===== config.mk =====
export PLATFORM = sky130hd
export DESIGN_NAME = fa_bist_flat
export DESIGN_NICKNAME = d
export VERILOG_FILES = /design/src/rtl/fa_bist_if.sv /design/src/rtl/fa_bist.sv /design/src/flat_wrapper.sv
export SDC_FILE = /design/constraint.sdc
export NUM_CORES = 1
export LEC_CHECK = 0
export CORE_MARGIN = 8
export CORE_UTILIZATION = 40
export CTS_CLUSTER_DIAMETER = 100
export DETAILED_ROUTE_END_ITERATION = 8
export GPL_TIMING_DRIVEN = 1
export HOLD_SLACK_MARGIN = 0.15
export MAX_ROUTING_LAYER = met4
export PLACE_DENSITY_LB_ADDON = 0.3
export SYNTH_ARGS = -nofsm -noshare
export SYNTH_HDL_FRONTEND = slang
export SYNTH_SLANG_ARGS = --single-unit

===== constraint.sdc =====
create_clock -name clk -period 2.45 [get_ports clk]
set_clock_uncertainty 0.05 [all_clocks]
set_input_delay 0.49 -clock clk [delete_from_list [all_inputs] [get_ports clk]]
set_output_delay 0.49 -clock clk [all_outputs]
set_load 0.02 [all_outputs]

===== src/rtl/fa_bist_if.sv =====
// fa_bist_if: start/response/result bundle between the full-adder tester and its surroundings
interface fa_bist_if;
    logic       start;
    logic       S;
    logic       c_out;
    logic       A;
    logic       B;
    logic       C;
    logic       busy;
    logic       done;
    logic       pass;
    logic [3:0] err_cnt;
    logic       fail_valid;
    logic [2:0] first_fail;

    modport master (
        output start, S, c_out,
        input  A, B, C, busy, done, pass, err_cnt, fail_valid, first_fail
    );

    modport slave (
        input  start, S, c_out,
        output A, B, C, busy, done, pass, err_cnt, fail_valid, first_fail
    );
endinterface


===== src/rtl/fa_bist.sv =====
// fa_bist: exhaustive 8-vector self-test of an external full adder with error count and first-fail capture
module fa_bist #(
    parameter int unsigned SETTLE = 1
) (
    input logic       clk,
    input logic       rst,
    fa_bist_if.slave  bus
);
    typedef enum logic [1:0] {IDLE, DRIVE, SAMPLE, DONE} state_t;

    localparam logic [3:0] LAST_WAIT = 4'(SETTLE - 1);

    state_t     state_q;
    logic [2:0] idx_q;
    logic [2:0] abc_q;
    logic [3:0] wait_q;
    logic [3:0] err_q;
    logic [3:0] err_d;
    logic       fv_q;
    logic [2:0] ff_q;
    logic       busy_q;
    logic       done_q;
    logic       pass_q;
    logic       mismatch;
    logic       maj;

    always_comb begin
        maj      = (abc_q[2] & abc_q[1]) | (abc_q[2] & abc_q[0]) | (abc_q[1] & abc_q[0]);
        mismatch = (bus.S != ^abc_q) || (bus.c_out != maj);
        err_d    = (mismatch && err_q != 4'd8) ? err_q + 4'd1 : err_q;
    end

    always_ff @(posedge clk) begin
        if (rst) begin
            state_q <= IDLE;
            idx_q   <= '0;
            abc_q   <= '0;
            wait_q  <= '0;
            err_q   <= '0;
            fv_q    <= 1'b0;
            ff_q    <= '0;
            busy_q  <= 1'b0;
            done_q  <= 1'b0;
            pass_q  <= 1'b0;
        end else begin
            case (state_q)
                IDLE, DONE: begin
                    if (bus.start) begin
                        state_q <= DRIVE;
                        idx_q   <= '0;
                        abc_q   <= '0;
                        wait_q  <= '0;
                        err_q   <= '0;
                        fv_q    <= 1'b0;
                        ff_q    <= '0;
                        busy_q  <= 1'b1;
                        done_q  <= 1'b0;
                        pass_q  <= 1'b0;
                    end
                end
                DRIVE: begin
                    if (wait_q == LAST_WAIT) state_q <= SAMPLE;
                    else wait_q <= wait_q + 4'd1;
                end
                SAMPLE: begin
                    err_q <= err_d;
                    if (mismatch && !fv_q) begin
                        fv_q <= 1'b1;
                        ff_q <= idx_q;
                    end
                    if (idx_q == 3'd7) begin
                        state_q <= DONE;
                        abc_q   <= '0;
                        busy_q  <= 1'b0;
                        done_q  <= 1'b1;
                        pass_q  <= (err_d == 4'd0);
                    end else begin
                        state_q <= DRIVE;
                        idx_q   <= idx_q + 3'd1;
                        abc_q   <= idx_q + 3'd1;
                        wait_q  <= '0;
                    end
                end
                default: state_q <= IDLE;
            endcase
        end
    end

    assign bus.A          = abc_q[2];
    assign bus.B          = abc_q[1];
    assign bus.C          = abc_q[0];
    assign bus.busy       = busy_q;
    assign bus.done       = done_q;
    assign bus.pass       = pass_q;
    assign bus.err_cnt    = err_q;
    assign bus.fail_valid = fv_q;
    assign bus.first_fail = ff_q;
endmodule


===== src/flat_wrapper.sv =====
// flat-port wrapper written by rule: the top's interface ports become plain ports
module fa_bist_flat 
#(
    parameter int unsigned SETTLE = 1
)
  (clk, rst, bus_start, bus_S, bus_c_out, bus_A, bus_B, bus_C, bus_busy, bus_done, bus_pass, bus_err_cnt, bus_fail_valid, bus_first_fail);
  fa_bist_if bus_i ();
  input logic clk;
  input logic rst;
  input wire logic [$bits(bus_i.start)-1:0] bus_start;
  input wire logic [$bits(bus_i.S)-1:0] bus_S;
  input wire logic [$bits(bus_i.c_out)-1:0] bus_c_out;
  output wire logic [$bits(bus_i.A)-1:0] bus_A;
  output wire logic [$bits(bus_i.B)-1:0] bus_B;
  output wire logic [$bits(bus_i.C)-1:0] bus_C;
  output wire logic [$bits(bus_i.busy)-1:0] bus_busy;
  output wire logic [$bits(bus_i.done)-1:0] bus_done;
  output wire logic [$bits(bus_i.pass)-1:0] bus_pass;
  output wire logic [$bits(bus_i.err_cnt)-1:0] bus_err_cnt;
  output wire logic [$bits(bus_i.fail_valid)-1:0] bus_fail_valid;
  output wire logic [$bits(bus_i.first_fail)-1:0] bus_first_fail;
  assign bus_i.start = bus_start;
  assign bus_i.S = bus_S;
  assign bus_i.c_out = bus_c_out;
  assign bus_A = bus_i.A;
  assign bus_B = bus_i.B;
  assign bus_C = bus_i.C;
  assign bus_busy = bus_i.busy;
  assign bus_done = bus_i.done;
  assign bus_pass = bus_i.pass;
  assign bus_err_cnt = bus_i.err_cnt;
  assign bus_fail_valid = bus_i.fail_valid;
  assign bus_first_fail = bus_i.first_fail;
  fa_bist #(.SETTLE(SETTLE)) u_core (.clk(clk), .rst(rst), .bus(bus_i));
endmodule

==> parameters.txt, run 1 <==
Parameter                              Value

STA
  Final count of pins violating max slew    0
  Worst path setup slack after routing    0.265 ns
  Setup TNS    0 ns
  Setup violators final    0
  Transition time at the pin with the least slew margin    0.511 ns
  Setup repair after global routing missed its margin    no
  Maximum clock frequency    ~460 MHz
  Final cycle utilization of the critical path    around nine tenths
  Clock period minus final worst setup slack    2.18 ns
  Hold Slack    0.430 ns
  Count of endpoints failing hold in the final timing report    0
  Worst slew margin relative to its limit    65.8%

Clocking
  CTS Root Cell    sky130_fd_sc_hd__clkbuf_4
  Maximum number of buffers from clock root to sink    2
  CTS-repair resized insts    0
  Clock sink total    23
  TritonCTS clock tree    built
  Skew-Pair Late Insertion Delay    0.32 ns
  Post-CTS setup buffers    0
  CTS H-Tree Depth    1
  Number of hold buffers added after cts    0
  Inserted Clock Buffers    3
  Clock Pin Slew Worst Setup and Hold Paths    between 0.1 and 0.15 ns

Final layout
  Commonest cells after routing, fill and taps aside    sky130_fd_sc_hd__dfxtp_1 (23), sky130_fd_sc_hd__clkdlybuf4s50_1 (18), sky130_fd_sc_hd__a21oi_1 (15), sky130_fd_sc_hd__nand2_1 (14), sky130_fd_sc_hd__inv_1 (11)
  Nets    around 180
  Ratio of cells with drive above 1 in the final layout    5.99%
  Diode insertion count for antenna repair    0
  Most common cell after layout, fill and taps aside    sky130_fd_sc_hd__dfxtp_1
  Post-synthesis to final-layout area growth    19.1%

Critical path
  Critical path's largest stage delay    ~0.50 ns
  Category of the worst setup path launch point    flip-flop
  Critical Path Slowest Stage Cell    sky130_fd_sc_hd__fa_1
  Data required time of the worst path    approximately 2.6 ns
  CP endpoint kind    flip-flop
  Highest fanout seen on the critical path    5
  Type of the worst setup path    flip-flop to flip-flop
  Beginning of the worst register-to-register path    u_core.abc_q[0]$_SDFFE_PP0P_
  CP arrival    2.37 ns
  Startpoint of the most critical setup path    u_core.abc_q[0]$_SDFFE_PP0P_
  Ordered cell list for the critical path    inv_1, fa_1, xnor2_1, o22ai_1, or4b_1, o31ai_1

Synth
  Total of warnings raised by yosys    0
  Proportion of synthesized chip area in sequential cells    35.8%
  Main flop type after synthesis    sky130_fd_sc_hd__dfxtp_1
  Post-Syn Nets    roughly 160
  Post-synth design cell area    between 1000 and 1500 µm²
  Synth async-reset ratio    0%
  Mean cell area of the mapped netlist    about 8.6 µm²
  Cells after Synth    149
  Number of enable-type register cells in the synthesized netlist    0
  Count of different cell masters after synthesis    49
  Number of register bits inferred by synthesis    23

Placement
  Sum of net half-perimeters after detailed placement    2250 µm
  IO buf count    18
  Worst slack, placed    between 0.2 and 0.25 ns
  Placer's final routability congestion estimate    0.814

Route
  Antenna Violating Nets Remaining    0
  Detailed Route Iter0 Violations    38
  Detailed Route WL    2930 µm
  Length of the first detailed-routing pass in iterations    4
  Detailed-route via count    1,116
  DRC violations left    0
  Average detailed-routed wire length per instance    approximately 14 µm
  Vias per inst    5.29

Power
  Leak    0.543 nW
  Power density relative to cell area    about 470 nW/µm²
  Post-layout total power    0.722 mW
  Peak supply drop    0.278 mV

Die
  Vertical die dimension    72.7 µm
  Site row count    20
  Effective utilization at floorplan    42.1%
  Total Die Area    ~5300 µm²
  Core Footprint    3050 µm²
  Die boundary width    72.7 µm
  Number of top-level pins    19

Worst hold path
  Launch point of the worst hold path    u_core.bus.first_fail[2]$_SDFFE_PP0P_
  Type of the tightest min-delay check    flip-flop to flip-flop

Global routing
  Via count of the first global-routing pass    1,124
  Overflow left after global routing    0
  All-Layer GR Usage    a little under an eighth
  Pin count of the biggest net entering global routing    16
  First-pass GRT wire length    a little under 5000 µm
  Number of antenna violations at the first check in global routing    0

Run
  Max_cap viols    0

Run status
  Result of the run    completed
==> synthesized netlist by cell type, types with 2 or more instances <==
cell type	number	share of area, %
sky130_fd_sc_hd__nand3_1	2	0.78
sky130_fd_sc_hd__o21ai_0	4	1.6
sky130_fd_sc_hd__o31ai_1	3	1.8
sky130_fd_sc_hd__clkbuf_1	2	0.58
sky130_fd_sc_hd__xnor2_1	2	1.4
sky130_fd_sc_hd__nor2_1	8	2.3
sky130_fd_sc_hd__dfxtp_1	23	36
sky130_fd_sc_hd__o21bai_1	2	1.2
sky130_fd_sc_hd__a22oi_1	2	1.2
sky130_fd_sc_hd__nand2b_1	6	2.9
sky130_fd_sc_hd__o2bb2ai_1	3	2.0
sky130_fd_sc_hd__ha_1	9	8.8
sky130_fd_sc_hd__mux2i_1	2	1.6
sky130_fd_sc_hd__a21oi_1	15	5.8
sky130_fd_sc_hd__nor3_1	5	1.9
sky130_fd_sc_hd__nand4b_1	2	1.4
sky130_fd_sc_hd__and2_1	2	0.97
sky130_fd_sc_hd__o22ai_1	2	0.97
sky130_fd_sc_hd__buf_2	2	0.78
sky130_fd_sc_hd__nand2_1	14	4.1
sky130_fd_sc_hd__inv_1	11	3.2
==> metrics by stage <==
stage	std cells	utilization, %	instance area, µm²
2_1_floorplan	149	-	1290
5_1_grt	211	50.2	1530
3_5_place_dp	207	49.3	1500
4_1_cts	211	50.2	1530
3_3_place_gp	207	49.3	1500
6_report	211	50.2	1530
==> worst max-delay path, delay by kind of cell, from the launching register on <==
family	cells	cell delay, ns
flip-flops	1	0.37
AO/OA/AOI/OAI	2	0.28
XOR/XNOR	1	0.34
AND/OR/NAND/NOR	1	0.49
buffers and inverters	1	0.07
adder cells (fa/ha/maj)	1	0.50
==> registers in the layout, indices dropped and copies added, names as in the netlist <==
name / count
u_core.state_q: 2
u_core.bus.pass: 1
u_core.bus.done: 1
u_core.bus.err_cnt: 4
u_core.bus.first_fail: 3
u_core.bus.fail_valid: 1
u_core.wait_q: 4
u_core.bus.busy: 1
u_core.abc_q: 3
u_core.idx_q: 3
==> worst paths after layout <==
kind | end | slack, ns | cells after the start
max | u_core.bus.err_cnt[1]$_SDFFE_PP0P_ | 0.27 | 6
min | u_core.bus.first_fail[2]$_SDFFE_PP0P_ | 0.43 | 2
max reg2reg | u_core.bus.err_cnt[1]$_SDFFE_PP0P_ | 0.27 | 6
min reg2reg | u_core.bus.first_fail[2]$_SDFFE_PP0P_ | 0.43 | 2
==> area by class of cell <==
cell class / instances / area [µm²]
clock buffers: 3 / 22.5
clock inverters: 1 / 5.00
fillers: 301 / 1520
inverters: 11 / 41.3
multi-input cells: 109 / 752
flip-flops and latches: 23 / 460
well taps: 44 / 55.1
repair buffers: 20 / 195
==> cell families after synthesis <==
family	count (synthesis)	share of synthesized area (%)
AOI/OAI and AO/OA	41	21.0
xor gates and xnor gates	3	2.04
adders and majority gates	10	10.3
buffers and inverters	17	5.74
DFF	23	35.8
muxes	4	3.60
and+or+nand+nor	51	21.5
==> per-layer routing <==
metal	vias to the layer above	GRT usage [%]	share of wire, %
li1	568	-	-
met1	521	13.9	48
met2	20	18.8	47
met3	7	1.92	3.8
met4	0	6.44	1.8
met5	-	-	0
==> where the power goes <==
group,switching [mW],leakage (nW),internal (mW),total [mW]
Combinational,0.0899,0.340,0.0628,0.153
Sequential,0.00753,0.186,0.383,0.390
Clock,0.118,0.0177,0.0612,0.179
(Power assumes the default switching activity.)
==> run 2: changes to the inputs <==
--- a/config.mk
+++ b/config.mk
@@ -5,6 +5,7 @@
 export SDC_FILE = /design/constraint.sdc
 export NUM_CORES = 1
 export LEC_CHECK = 0
+export CORE_ASPECT_RATIO = 1.1
 export CORE_MARGIN = 8
 export CORE_UTILIZATION = 40
 export CTS_CLUSTER_DIAMETER = 100
==> run 2 against run 1 <==
Against the previous run: register-to-register slack got worse by 0.06 ns; sequential cell count unchanged; wire length grew 0.58%; clock-buffer cell count unchanged; global-route usage fell by 0.055 points; clock power increased by 3%; worst setup slack got worse by 0.056 ns; worst hold slack worse by 0.0033 ns; largest cell class unchanged; via count fell by 0.27%.
==> parameters.txt, run 2 (same netlist as run 1, synthesis figures left out) <==
Parameter                              Value

STA
  Transition time at the pin with the least slew margin    0.483 ns
  Final count of pins violating max slew    0
  Final cycle utilization of the critical path    91.5%
  Worst slew margin relative to its limit    67.7%
  Maximum clock frequency    roughly 450 MHz
  Worst path setup slack after routing    0.209 ns
  Clock period minus final worst setup slack    2.24 ns
  Count of endpoints failing hold in the final timing report    0
  Setup violators final    0
  Setup repair after global routing missed its margin    no
  Setup TNS    0 ns

Critical path
  Type of the worst setup path    flip-flop to flip-flop
  Highest fanout seen on the critical path    5
  Beginning of the worst register-to-register path    u_core.abc_q[0]$_SDFFE_PP0P_
  Data required time of the worst path    2.64 ns
  Reg2reg setup slack    0.21 ns
  Ordered cell list for the critical path    inv_1, fa_1, xnor2_1, o22ai_1, or4b_1, o31ai_1
  Critical Path Slowest Stage Cell    sky130_fd_sc_hd__fa_1
  Critical path's largest stage delay    0.52 ns
  CP arrival    2.43 ns
  Depth of the worst register-to-register path    6
  Delay-heaviest family, CP    adder cells
  CP endpoint kind    flip-flop
  Terminus of the critical flop-to-flop path    u_core.bus.err_cnt[1]$_SDFFE_PP0P_
  Category of the worst setup path launch point    flip-flop
  Critical path buffers and inverters    1

Clocking
  Clock sink total    23
  Number of hold buffers added after cts    0
  CTS Root Cell    sky130_fd_sc_hd__clkbuf_4
  Maximum number of buffers from clock root to sink    2
  Inserted Clock Buffers    3
  TritonCTS clock tree    built
  Clock Pin Slew Worst Setup and Hold Paths    approximately 0.13 ns
  Skew-Pair Late Insertion Delay    approximately 0.32 ns
  CTS-repair resized insts    0
  Post-CTS setup buffers    0
  CTS H-Tree Depth    1

Route
  Vias per inst    5.54
  Average detailed-routed wire length per instance    between 10 and 15 µm
  DRC violations left    0
  Antenna Violating Nets Remaining    0
  Detailed Route Iter0 Violations    43
  Length of the first detailed-routing pass in iterations    4
  Detailed-route via count    about 1,100
  Detailed Route WL    2940 µm

Power
  Peak supply drop    0.235 mV
  Leak    0.543 nW
  Power density relative to cell area    479 nW/µm²

Final layout
  Post-layout instance count excluding filler cells    roughly 200
  Commonest cells after routing, fill and taps aside    sky130_fd_sc_hd__dfxtp_1 (23), sky130_fd_sc_hd__clkdlybuf4s50_1 (18), sky130_fd_sc_hd__a21oi_1 (15), sky130_fd_sc_hd__nand2_1 (14), sky130_fd_sc_hd__inv_1 (11)
  Diode insertion count for antenna repair    0
  Most common cell after layout, fill and taps aside    sky130_fd_sc_hd__dfxtp_1
  Ratio of cells with drive above 1 in the final layout    5.99%
  Nets    183
  Final core utilization    around 50%
  Post-synthesis to final-layout area growth    18.1%

Global routing
  First-pass GRT wire length    roughly 5000 µm
  All-Layer GR Usage    11.8%
  Number of antenna violations at the first check in global routing    0
  Overflow left after global routing    0
  Via count of the first global-routing pass    1,133
  Pin count of the biggest net entering global routing    16

Worst hold path
  Type of the tightest min-delay check    flip-flop to flip-flop
  Worst-case hold path end point    u_core.bus.first_fail[2]$_SDFFE_PP0P_
  Launch point of the worst hold path    u_core.bus.first_fail[2]$_SDFFE_PP0P_
  Min-Delay Path Depth    2

Placement
  Placer's final routability congestion estimate    0.822
  Number of cells in the design after placement    197
  Sum of net half-perimeters after detailed placement    2260 µm
  IO buf count    18
  Worst slack, placed    ~0.23 ns

Run status
  Result of the run    completed

Die
  Total Die Area    5290 µm²
  Die boundary width    70.1 µm
  Site row count    21
  Vertical die dimension    75.5 µm
  Effective utilization at floorplan    roughly 42%
  Core Footprint    3050 µm²
  Number of top-level pins    19

Run
  Max_cap viols    0
## run 2: final cells by class
cell class	count	area, µm²
clock inverters	1	5.00
flip-flops and latches	23	460
well taps	34	42.5
inverters	11	41.3
clock buffers	3	22.5
repair buffers	20	195
fillers	296	1530
multi-input cells	109	752
## run 2: tightest hold or removal path: cells and delay by family (launching register included)
kind             cells  cell delay [ns]
flip-flops           1             0.33
AND/OR/NAND/NOR      1             0.06
AO/OA/AOI/OAI        1             0.05
## run 2: report_power, final
group	internal [mW]	switching, mW	leakage, nW
clock	0.0613	0.122	0.0177
sequential	0.383	0.00773	0.186
combinational	0.0627	0.0905	0.340
## run 2: routing by layer
metal	part of all wire, %	global-route usage, %	vias up	wire length (µm)
li1	-	-	571	-
met1	46	12.3	525	1360
met2	49	21.0	12	1440
met3	2.4	2.08	5	71
met4	2.1	6.47	0	61
met5	0	-	-	0
## run 2: through the flow
step	instance area (µm²)	hold slack, ns	total power [mW]
2_1_floorplan	1290	0.403	0.505
3_3_place_gp	1490	0.409	0.546
3_5_place_dp	1490	0.414	0.550
4_1_cts	1520	0.433	0.732
5_1_grt	1520	0.454	0.762
6_report	1520	0.427	0.727
## run 2: worst max path at each step
stage / start / endpoint / slack [ns] / cells after the start
2_1_floorplan: u_core.abc_q[0]$_SDFFE_PP0P_ / u_core.bus.err_cnt[1]$_SDFFE_PP0P_ / 0.31 / 6
3_3_place_gp: bus_start / u_core.bus.err_cnt[1]$_SDFFE_PP0P_ / 0.32 / 5
3_5_place_dp: bus_start / u_core.bus.err_cnt[1]$_SDFFE_PP0P_ / 0.23 / 5
4_1_cts: u_core.abc_q[0]$_SDFFE_PP0P_ / u_core.bus.err_cnt[1]$_SDFFE_PP0P_ / 0.21 / 6
5_1_grt: u_core.abc_q[0]$_SDFFE_PP0P_ / u_core.bus.err_cnt[1]$_SDFFE_PP0P_ / 0.08 / 6
6_report: u_core.abc_q[0]$_SDFFE_PP0P_ / u_core.bus.err_cnt[1]$_SDFFE_PP0P_ / 0.21 / 6
